==> config.mk <==
export PLATFORM = sky130hd
export DESIGN_NAME = uart_boot_loader_flat
export DESIGN_NICKNAME = d
export VERILOG_FILES = /design/src/rtl/boot_pkg.sv /design/src/rtl/uart_boot_loader_if.sv /design/src/rtl/uart_rx_core.sv /design/src/rtl/uart_boot_loader.sv /design/src/flat_wrapper.sv
export SDC_FILE = /design/constraint.sdc
export NUM_CORES = 1
export LEC_CHECK = 0
export ABC_AREA = 1
export BUFFER_PORTS_ARGS = -buffer_cell sky130_fd_sc_hd__buf_2
export CAP_MARGIN = 25
export CORE_AREA = 2 2 141 143
export DETAILED_ROUTE_END_ITERATION = 16
export DIE_AREA = 0 0 143 145
export HOLD_SLACK_MARGIN = 0.02
export PLACE_DENSITY = 0.85
export SLEW_MARGIN = 20
export SYNTH_ARGS = -nofsm -noshare
export SYNTH_HDL_FRONTEND = slang
export SYNTH_SLANG_ARGS = --single-unit
==> constraint.sdc <==
create_clock -name clk -period 2.88 [get_ports clk]
set_clock_uncertainty 0.05 [all_clocks]
set_input_delay 0.288 -clock clk [delete_from_list [all_inputs] [get_ports clk]]
set_output_delay 0.288 -clock clk [all_outputs]
set_load 0.02 [all_outputs]
==> src/rtl/boot_pkg.sv <==
// Shared types and constants for the UART boot loader and its RX core.
package boot_pkg;

    typedef enum logic [2:0] {
        IDLE, LEN, DATA, WRITE, CSUM, DONE, ERROR
    } boot_state_t;

    typedef enum logic [1:0] {
        RX_HUNT, RX_START, RX_BITS, RX_STOP
    } rx_state_t;

    localparam logic [7:0]  BOOT_MAGIC        = 8'hA5;
    localparam logic [31:0] DEFAULT_LOAD_BASE = 32'h0001_0000;
    localparam int unsigned LEN_BYTES         = 4;

    // Oversample divisor: round(clk / (16 * baud)), never below 1.
    function automatic int unsigned calc_div(input int unsigned clk_hz, input int unsigned baud);
        int unsigned d;
        d = (clk_hz + 8 * baud) / (16 * baud);
        return (d == 0) ? 1 : d;
    endfunction

endpackage

==> src/rtl/uart_boot_loader_if.sv <==
// RAM write port between the boot loader (master) and the memory (slave).
interface uart_boot_loader_if;
    logic        mem_valid;
    logic        mem_ready;
    logic [31:0] mem_addr;
    logic [31:0] mem_wdata;

    modport master(output mem_valid, output mem_addr, output mem_wdata, input mem_ready);
    modport slave (input mem_valid, input mem_addr, input mem_wdata, output mem_ready);
endinterface

==> src/rtl/uart_rx_core.sv <==
// 8N1 UART receiver: 2-flop synchronizer, 16x oversampling, mid-bit sampling.
module uart_rx_core
    import boot_pkg::*;
#(
    parameter int unsigned DIV = 1
) (
    input  logic       clk,
    input  logic       rst,
    input  logic       rxd,
    output logic       rx_valid,
    output logic [7:0] rx_data,
    output logic       rx_ferr
);

    localparam int unsigned DIV_W = (DIV > 1) ? $clog2(DIV) : 1;
    localparam logic [3:0]  MID   = 4'd7;

    rx_state_t        state;
    logic [2:0]       sync;
    logic [DIV_W-1:0] div_cnt;
    logic [3:0]       samp;
    logic [2:0]       bit_idx;
    logic [7:0]       shreg;
    logic             tick_c;

    assign tick_c = (div_cnt == DIV_W'(DIV - 1));

    // sync[1] is the synchronized line, sync[2] its previous value for edge detect.
    always_ff @(posedge clk) begin
        if (rst) begin
            sync     <= 3'b111;
            state    <= RX_HUNT;
            div_cnt  <= '0;
            samp     <= '0;
            bit_idx  <= '0;
            shreg    <= '0;
            rx_valid <= 1'b0;
            rx_data  <= '0;
            rx_ferr  <= 1'b0;
        end else begin
            sync     <= {sync[1:0], rxd};
            rx_valid <= 1'b0;
            rx_ferr  <= 1'b0;
            if (state == RX_HUNT) begin
                if (sync[2] && !sync[1]) begin
                    state   <= RX_START;
                    div_cnt <= '0;
                    samp    <= '0;
                end
            end else if (!tick_c) begin
                div_cnt <= div_cnt + DIV_W'(1);
            end else begin
                div_cnt <= '0;
                samp    <= samp + 4'd1;
                if (samp == MID) begin
                    case (state)
                        RX_START: if (sync[1]) state <= RX_HUNT;
                        RX_BITS:  shreg <= {sync[1], shreg[7:1]};
                        RX_STOP: begin
                            state <= RX_HUNT;
                            if (sync[1]) begin
                                rx_valid <= 1'b1;
                                rx_data  <= shreg;
                            end else begin
                                rx_ferr <= 1'b1;
                            end
                        end
                        default: ;
                    endcase
                end
                if (samp == 4'd15) begin
                    case (state)
                        RX_START: begin
                            state   <= RX_BITS;
                            bit_idx <= '0;
                        end
                        RX_BITS: begin
                            if (bit_idx == 3'd7) state <= RX_STOP;
                            else                 bit_idx <= bit_idx + 3'd1;
                        end
                        default: ;
                    endcase
                end
            end
        end
    end

endmodule

==> src/rtl/uart_boot_loader.sv <==
// Loads a UART-delivered image into RAM and releases the CPU once the checksum matches.
// Optional inter-byte timeout is built when BOOT_TIMEOUT_EN is defined.
module uart_boot_loader
    import boot_pkg::*;
#(
    parameter int unsigned CLK_FREQ_HZ = 50000000,
    parameter int unsigned BAUD        = 115200,
    parameter logic [31:0] LOAD_BASE   = DEFAULT_LOAD_BASE,
    parameter int unsigned MAX_WORDS   = 16384
`ifdef BOOT_TIMEOUT_EN
    ,
    parameter int unsigned TIMEOUT_CYCLES = 5000000
`endif
) (
    input  logic                clk,
    input  logic                rst,
    input  logic                uart_rxd,
    uart_boot_loader_if.master  mem,
    output logic                cpu_hold,
    output logic                boot_done,
    output logic                boot_error
);

    localparam int unsigned DIV = calc_div(CLK_FREQ_HZ, BAUD);

    logic        rx_valid;
    logic [7:0]  rx_data;
    logic        rx_ferr;

    boot_state_t state;
    logic [1:0]  byte_cnt;
    logic [31:0] len;
    logic [31:0] word_cnt;
    logic [31:0] word;
    logic [7:0]  sum;
    logic        hold_valid;
    logic [7:0]  hold_data;
    logic        mem_valid;
    logic [31:0] mem_addr;
    logic [31:0] mem_wdata;

    logic        byte_valid_c;
    logic [7:0]  byte_data_c;
    logic [31:0] new_len_c;
    logic [31:0] new_word_c;
    logic        active_c;
    logic        timeout_c;
    logic        fail_c;

    uart_rx_core #(.DIV(DIV)) u_rx (
        .clk      (clk),
        .rst      (rst),
        .rxd      (uart_rxd),
        .rx_valid (rx_valid),
        .rx_data  (rx_data),
        .rx_ferr  (rx_ferr)
    );

    assign mem.mem_valid = mem_valid;
    assign mem.mem_addr  = mem_addr;
    assign mem.mem_wdata = mem_wdata;

`ifdef BOOT_TIMEOUT_EN
    logic [31:0] tmo_cnt;

    always_ff @(posedge clk) begin
        if (rst || !active_c || rx_valid) tmo_cnt <= '0;
        else                              tmo_cnt <= tmo_cnt + 32'd1;
    end

    assign timeout_c = active_c && !rx_valid && (tmo_cnt >= 32'(TIMEOUT_CYCLES - 1));
`else
    assign timeout_c = 1'b0;
`endif

    // A parked byte always takes precedence over a fresh one.
    always_comb begin
        byte_valid_c = hold_valid || rx_valid;
        byte_data_c  = hold_valid ? hold_data : rx_data;
        new_len_c    = {byte_data_c, len[31:8]};
        new_word_c   = {byte_data_c, word[31:8]};
        active_c     = (state == LEN) || (state == DATA) || (state == WRITE) || (state == CSUM);
        fail_c       = (rx_ferr && active_c)
                     || ((state == WRITE) && rx_valid && hold_valid)
                     || timeout_c;
    end

    always_ff @(posedge clk) begin
        if (rst) begin
            state      <= IDLE;
            byte_cnt   <= '0;
            len        <= '0;
            word_cnt   <= '0;
            word       <= '0;
            sum        <= '0;
            hold_valid <= 1'b0;
            hold_data  <= '0;
            mem_valid  <= 1'b0;
            mem_addr   <= LOAD_BASE;
            mem_wdata  <= '0;
            boot_done  <= 1'b0;
            boot_error <= 1'b0;
            cpu_hold   <= 1'b1;
        end else begin
            if (state == WRITE) begin
                if (rx_valid && !hold_valid) begin
                    hold_valid <= 1'b1;
                    hold_data  <= rx_data;
                end
            end else if (hold_valid) begin
                if (rx_valid) hold_data  <= rx_data;
                else          hold_valid <= 1'b0;
            end

            if (fail_c) begin
                state      <= ERROR;
                boot_error <= 1'b1;
                mem_valid  <= 1'b0;
                hold_valid <= 1'b0;
            end else begin
                case (state)
                    IDLE, ERROR: begin
                        if (byte_valid_c && byte_data_c == BOOT_MAGIC) begin
                            state      <= LEN;
                            boot_error <= 1'b0;
                            byte_cnt   <= '0;
                            sum        <= '0;
                            word_cnt   <= '0;
                            mem_addr   <= LOAD_BASE;
                        end
                    end
                    LEN: begin
                        if (byte_valid_c) begin
                            len      <= new_len_c;
                            byte_cnt <= byte_cnt + 2'd1;
                            if (byte_cnt == 2'(LEN_BYTES - 1)) begin
                                byte_cnt <= '0;
                                if (new_len_c == 32'd0) begin
                                    state <= CSUM;
                                end else if (new_len_c > 32'(MAX_WORDS)) begin
                                    state      <= ERROR;
                                    boot_error <= 1'b1;
                                    hold_valid <= 1'b0;
                                end else begin
                                    state <= DATA;
                                end
                            end
                        end
                    end
                    DATA: begin
                        if (byte_valid_c) begin
                            word     <= new_word_c;
                            sum      <= sum + byte_data_c;
                            byte_cnt <= byte_cnt + 2'd1;
                            if (byte_cnt == 2'd3) begin
                                byte_cnt  <= '0;
                                mem_wdata <= new_word_c;
                                mem_valid <= 1'b1;
                                state     <= WRITE;
                            end
                        end
                    end
                    WRITE: begin
                        if (mem_valid && mem.mem_ready) begin
                            mem_valid <= 1'b0;
                            mem_addr  <= mem_addr + 32'd4;
                            word_cnt  <= word_cnt + 32'd1;
                            state     <= (word_cnt + 32'd1 == len) ? CSUM : DATA;
                        end
                    end
                    CSUM: begin
                        if (byte_valid_c) begin
                            hold_valid <= 1'b0;
                            if (byte_data_c == sum) begin
                                state     <= DONE;
                                boot_done <= 1'b1;
                                cpu_hold  <= 1'b0;
                            end else begin
                                state      <= ERROR;
                                boot_error <= 1'b1;
                            end
                        end
                    end
                    DONE:    hold_valid <= 1'b0;
                    default: state <= IDLE;
                endcase
            end
        end
    end

endmodule
==> src/flat_wrapper.sv <==
// flat-port wrapper written by rule: the top's interface ports become plain ports
module uart_boot_loader_flat import boot_pkg::*;
#(
    parameter int unsigned CLK_FREQ_HZ = 50000000,
    parameter int unsigned BAUD        = 115200,
    parameter logic [31:0] LOAD_BASE   = DEFAULT_LOAD_BASE,
    parameter int unsigned MAX_WORDS   = 16384

)
  (clk, rst, uart_rxd, cpu_hold, boot_done, boot_error, mem_mem_valid, mem_mem_addr, mem_mem_wdata, mem_mem_ready);
  uart_boot_loader_if mem_i ();
  input  logic clk;
  input  logic rst;
  input  logic uart_rxd;
  output logic cpu_hold;
  output logic boot_done;
  output logic boot_error;
  output wire logic [$bits(mem_i.mem_valid)-1:0] mem_mem_valid;
  output wire logic [$bits(mem_i.mem_addr)-1:0] mem_mem_addr;
  output wire logic [$bits(mem_i.mem_wdata)-1:0] mem_mem_wdata;
  input wire logic [$bits(mem_i.mem_ready)-1:0] mem_mem_ready;
  assign mem_mem_valid = mem_i.mem_valid;
  assign mem_mem_addr = mem_i.mem_addr;
  assign mem_mem_wdata = mem_i.mem_wdata;
  assign mem_i.mem_ready = mem_mem_ready;
  uart_boot_loader #(.CLK_FREQ_HZ(CLK_FREQ_HZ), .BAUD(BAUD), .LOAD_BASE(LOAD_BASE), .MAX_WORDS(MAX_WORDS)) u_core (.clk(clk), .rst(rst), .uart_rxd(uart_rxd), .mem(mem_i), .cpu_hold(cpu_hold), .boot_done(boot_done), .boot_error(boot_error));
endmodule
Yosys cells after proc, flatten, opt, wreduce, memory -nomap -nowiden
Cells that the tools add are included.

Output and inout bits: 68. Bits of input ports: 4. Word-level logic and storage cells: 196. Register bits after elaboration: 221.

Order comparisons: 1. Eq/ne operators: 39. Bitwise gates (word level): 6. Muxes and demuxes: 73. Reductions and logical operators: 46. $add $sub $neg: 7.

Operator list (number): $mux W32 (4); $pmux W32 S2 (2); $mux W8 (7); $mux W3 (12); $add A32 B1 Y32 const B (1); $add A32 B3 Y32 const B (1); $eq A32 B32 Y1 (1); $gt A32 B15 Y1 const B (1); $logic_not A32 Y1 (1); $reduce_and A4 Y1 (7); $reduce_and A8 Y1 (3); $mux W1 (22); $mux W2 (11); $ne A3 B2 Y1 const B (6); $pmux W3 S6 (1); $pmux W8 S2 (1); $reduce_bool A2 Y1 (8); $mux W5 (3); $ne A2 B1 Y1 const B (7); $eq A3 B3 Y1 const B (4); $mux W4 (3); $ne A3 B1 Y1 const B (4); $pmux W2 S2 (3); $ne A2 B2 Y1 const B (5); 29 further kinds (54).

Logic depth before layout (Yosys ltp)
Depth after elaboration: 9. Gate-level depth with buffers: 18. Gate-level depth less buffers: 18.

Hierarchy
A second synthesis with hierarchy kept.

Cells, all modules: 1683. Area, all modules: 11131.9 sq um.

Modules (own cells, without submodules): uart_boot_loader (area each 9474.1 sq um, seq. area each 3523.4 sq um, cells an instance 1462, times used 1); uart_rx_core (area each 1657.8 sq um, seq. area each 700.7 sq um, cells an instance 221, times used 1).

Least setup slack after synthesis
No wires, ideal clock.

Path type: reg-to-reg. Start: register u_core.hold_valid. End: register u_core.sum[6]. Required time: 2.760 ns. Buffers on the path: 1. Cell stages (with the launch flop): 16. Path slack: 0.541 ns. Data arrival time: 2.219 ns. Setup time: 0.070 ns. Clock period less this slack: 2.339 ns. Cell sequence: dfxtp_1 buf_4 o21ai_0 inv_1 ha_1 fa_1 nand2_1 inv_1 nor2_1 o21bai_1 nand2_1 nand2_1 a21oi_1 xnor2_1 nand2_1 a21oi_1.

Longest elaborated chain between the ends: 5. Elaborated cells between the ends (all ways): 13. Those cells by class: add/sub: 1; eq/ne: 3; mux: 3; bitwise: 1; reduce/logical: 5.

Ends and longest elaborated chain: start: declaration (line uart_boot_loader.sv:36) `logic hold_valid;`; start signal: assignment (line uart_boot_loader.sv:96) `hold_valid <= 1'b0;`; start signal: assignment (line uart_boot_loader.sv:107) `hold_valid <= 1'b1;`; start signal: assignment (line uart_boot_loader.sv:112) `else hold_valid <= 1'b0;`; $mux W8 * (line uart_boot_loader.sv:79) `byte_data_c = hold_valid ? hold_data : rx_data;`; net u_core.byte_data_c[0] (line uart_boot_loader.sv:43) `logic [7:0] byte_data_c;`; branches (longest 4 deep; another with $add A8 B8 Y8); end signal: assignment (line uart_boot_loader.sv:153) `sum <= sum + byte_data_c;`; end: declaration (line uart_boot_loader.sv:35) `logic [7:0] sum;`.

Mark *: on every way through the listed nets, which the timed path passes. The select of a mux whose other input is x is not followed. A chain may end at the register's enable or synchronous reset.

Final worst setup path
Start: register u_core.word_cnt[0]. End: register u_core.state[1].

Longest elaborated chain between the ends: 6.

Ends and longest elaborated chain: start: declaration (line uart_boot_loader.sv:33) `logic [31:0] word_cnt;`; start signal: assignment (line uart_boot_loader.sv:167) `word_cnt <= word_cnt + 32'd1;`; $add A32 B1 Y32 (line uart_boot_loader.sv:168) `state <= (word_cnt + 32'd1 == len) ? CSUM : DATA;`; $eq A32 B32 Y1 (line uart_boot_loader.sv:168); $mux W3 (line uart_boot_loader.sv:168); $mux W3 (line uart_boot_loader.sv:164) `if (mem_valid && mem.mem_ready) begin`; $pmux W3 S6 (line uart_boot_loader.sv:121) `case (state)`; $mux W3 (line uart_boot_loader.sv:115) `if (fail_c) begin`; end signal: assignment (line uart_boot_loader.sv:168); end: declaration (line uart_boot_loader.sv:30) `boot_state_t state;`.

Every way passes these cells. The select of a mux whose other input is x is not followed.

==> impl_summary.txt <==
----------------------------------------------------
[Outcome]
  Status ... finished clean

[Timing]
  Count of final hold-check violations ... 0
  Actual transition at the worst max-transition pin ... approximately 0.8 ns
  Achievable frequency ... about 370 MHz
  Final period demand of the worst path ... 2.68 ns
  Number of pins exceeding their max-slew limit in the final report ... 0
  Headroom to the max-slew limit ... 0.479
  Crit share post-route ... 0.932
  Final setup fails ... 0

[Cells and area]
  Most used cells in the layout excluding fill and tap cells ... nand2_1, nor2_1, dfxtp_1
  Most common cell after layout, fill and taps aside ... nand2_1
  Final nets ... about 1700
  Filler Cell Count ... about 1600
  Utilization after layout ... 0.644
  Final instance count without filler cells ... just under 2000
  Number of antenna repair diodes ... 0
  Layout cells sized above 1 ... 0.0998
  Layout-stage area growth over the synthesis result ... 13.4%

[Global route]
  Overall overflow remaining after global route ... 0
  Overall fraction of global-route tracks in use ... 0.278
  Initial antenna violation count ... 0
  Via count of the first global-routing pass ... between 10000 and 15000
  Maximum number of pins on one net before global-route repair ... between 60 and 70
  First-pass GRT wire length ... around 48 mm

[Synthesis]
  Synth cell types ... 45
  FF+latch count, synth ... between 200 and 250
  Synth Cell Area ... 0.0109 mm^2
  Most instantiated flip-flop cell in the synthesis netlist ... dfxtp_1
  Fraction of registers with async set or reset after synthesis ... 0
  Seq/Total Area, Yosys ... 0.387
  Count of yosys warnings during synthesis ... 0
  Post-Synthesis Cells ... about 1600
  EDFF count, synth ... 0
  Syn Area/Cell ... between 6 and 7 um^2

[Flow run]
  Maximum capacitance violations ... 0

[Place]
  Number of port buffers ... between 60 and 70
  Hpwl dp ... about 21 mm
  Instance count after placement with tap cells included ... between 1500 and 2000
  Routability-driven placement congestion ratio ... between 0.9 and 1

[Drt]
  Vias per cell ... 5.67
  Detail-routed net length per standard cell ... approximately 15 um
  Remaining routing DRC violations ... 0
  Initial DRC count ... 1112
  Via count of the routed design ... roughly 11000
  DRT Pass-1 Iters ... 6
  Routed wire length ... a little under 30 mm
  Number of antenna-violating nets in the routed design ... 0

[CTS]
  CTS tree ... done
  Sinks on the clock net ... 211
  Worst-Skew Late Latency ... around 0.54 ns
  H-tree lvl count ... 1
  Clock-pin transition on the worst setup and hold timing paths ... 0.06 ns
  Cell at the root of the clock tree ... clkbuf_16
  Number of buffers on the longest clock path ... 3
  Number of clock buffers inserted by TritonCTS ... 22

[Hold path]
  Beginning of the worst hold path ... rst
  Class of the most critical hold timing path ... in -> reg
  Cell depth of the worst hold path ... 3
  Hold Path Sink ... u_core.u_rx.sync[2]

[Floorplan]
  Floorplan row count ... about 50
  Die area ... roughly 0.021 mm^2
  I/O pins ... between 70 and 80
  Vertical die dimension ... 145 um
  Starting density of the core ... 0.568
  Area of the placeable core ... between 0.015 and 0.02 mm^2
  X dimension of the die ... between 100 and 150 um

[Setup path]
  FF-to-FF End ... u_core.state[1]
  Kind of start point of the critical path ... flop
  Worst Reg-to-Reg Cells ... 18
  Nature of the critical path endpoint ... flop
  Reg-to-reg slack, setup ... a little under 0.2 ns
  CP Launch Point ... u_core.word_cnt[0]
  Type of the setup path with the least slack ... reg -> reg
  Endpoint arrival time on the critical path ... 3.00 ns
  Highest fanout seen on the critical path ... 6
  Data required time at the worst endpoint ... ~3.2 ns
  Source of the worst register-to-register timing path ... u_core.word_cnt[0]

[Pwr]
  Leakage dissipation ... roughly 5.1 nW
  Worst IR drop on VDD ... about 0.00043 V
  Power Density ... between 400 and 500 mW/mm^2

----------------------------------------------------
## synth_stat cells (2+ instances only)
cell      count  area [um^2]
clkbuf_1     26         97.6
buf_4         8         60.1
dfxtp_1     211         4220
inv_1       155          582
xor2_1       17          149
a21oi_1     154          771
nor2_4        6         67.6
nand2_2       4         25.0
o21ai_1       5         25.0
nand4_1      18          113
or2_2         5         31.3
nor2_1      216          811
a211oi_1     43          323
nor3_1       33          165
a31oi_1       3         18.8
nand3_1     108          541
nand3b_1      6         45.0
buf_2        19         95.1
a221oi_1      2         17.5
nand2_1     387         1450
inv_2         6         22.5
nor3b_1       2         15.0
o21ai_0     119          596
ha_1         20          250
o21ai_2       2         17.5
nor4_1       13         81.3
nor2_2        5         31.3
xnor2_1       9         78.8
## stage by stage
stage	setup TNS (ns)	worst slack, ns	cell area [um^2]	power (mW)	hold slack [ns]
3_3_place_gp	0	0.355	11500	3.08	0.345
4_1_cts	0	0.164	12300	6.06	0.198
2_1_floorplan	0	0.541	10900	3.05	0.339
5_1_grt	-0.0343	-0.0343	12400	6.20	0.259
3_5_place_dp	0	0.229	11500	3.08	0.353
6_report	0	0.195	12400	6.05	0.218
## logic make-up (layout without fill, tap and decap cells)
group | Yosys count | in the layout | synth area share
compound gates | 335 | 335 | 0.168
xor+xnor | 27 | 27 | 0.0231
other cells | 1 | 2 | 0.000344
simple gates | 808 | 808 | 0.316
fa+ha+maj | 21 | 21 | 0.0248
buf+inv | 216 | 299 | 0.0800
flops | 211 | 211 | 0.387
## per-layer routing
layer,vias to the layer above,part of all wire,track usage
met5,-,0,0
met4,0,0.032,0.0896
met2,513,0.47,0.461
met1,5095,0.42,0.370
li1,5466,-,-
met3,91,0.078,0.0396
## registers in the layout, indices dropped and copies added, names as in the netlist, 2 cells and up
name / flops
u_core.word: 24
u_core.u_rx.rx_data: 8
u_core.u_rx.div_cnt: 5
u_core.len: 32
u_core.u_rx.shreg: 8
u_core.word_cnt: 32
u_core.state: 3
u_core.mem.mem_wdata: 32
u_core.u_rx.bit_idx: 3
u_core.mem.mem_addr: 30
u_core.sum: 8
u_core.byte_cnt: 2
u_core.hold_data: 8
u_core.u_rx.samp: 4
u_core.u_rx.sync: 3
u_core.u_rx.state: 2
## worst max-delay path: stages (launching register included)
cell and delay (ns):
dfxtp_1 0.41, ha_1 0.22, nand2_1 0.17, nor2_4 0.24, nand2_2 0.16, inv_1 0.11
nand2_1 0.07, nand2_1 0.08, nand3_1 0.06, nand2_1 0.12, nand2_1 0.07, nor2_1 0.10
nand2_1 0.05, nor2_1 0.21, nand3_1 0.16, nand2_1 0.09, nand2_1 0.05, nand2_1 0.06
a21oi_1 0.05
## layout make-up
class | count | area [um^2] | share of cell area
clock buffer | 26 | 586 | 0.0473
clock inverter | 13 | 185 | 0.0150
inverter | 162 | 612 | 0.0495
multi-input combinational | 1193 | 5830 | 0.472
sequential | 211 | 4230 | 0.342
tap | 265 | 332 | 0.0268
timing repair buffer | 97 | 586 | 0.0473
timing repair inverter | 1 | 7.51 | 0.000607
## timing repair
action | 4_1_cts | 5_1_grt
gates resized for setup | 0 | 9
hold endpoints to repair | 2 | 0
hold buffers | 2 | 0
setup endpoints to repair | 0 | 12
buffers inserted | 0 | 2
## where the power goes
part / leakage (nW) / switching (mW) / internal [mW] / total, mW
clock: 0.377 / 1.27 / 1.76 / 3.02
combinational: 3.04 / 0.0752 / 0.0243 / 0.0996
sequential: 1.70 / 0.00251 / 2.92 / 2.92
## how the worst max path moves through the flow
stage / depth (start not counted) / slack, ns / endpoint
after floorplan: 15 / 0.54 / u_core.sum[6]
after global placement: 18 / 0.35 / u_core.state[1]
after detailed placement: 11 / 0.23 / u_core.cpu_hold
after CTS: 13 / 0.16 / u_core.sum[7]
after global routing: 18 / -0.03 / u_core.state[1]
final: 18 / 0.20 / u_core.state[1]
No activity file was read; power rests on OpenSTA's default activity.
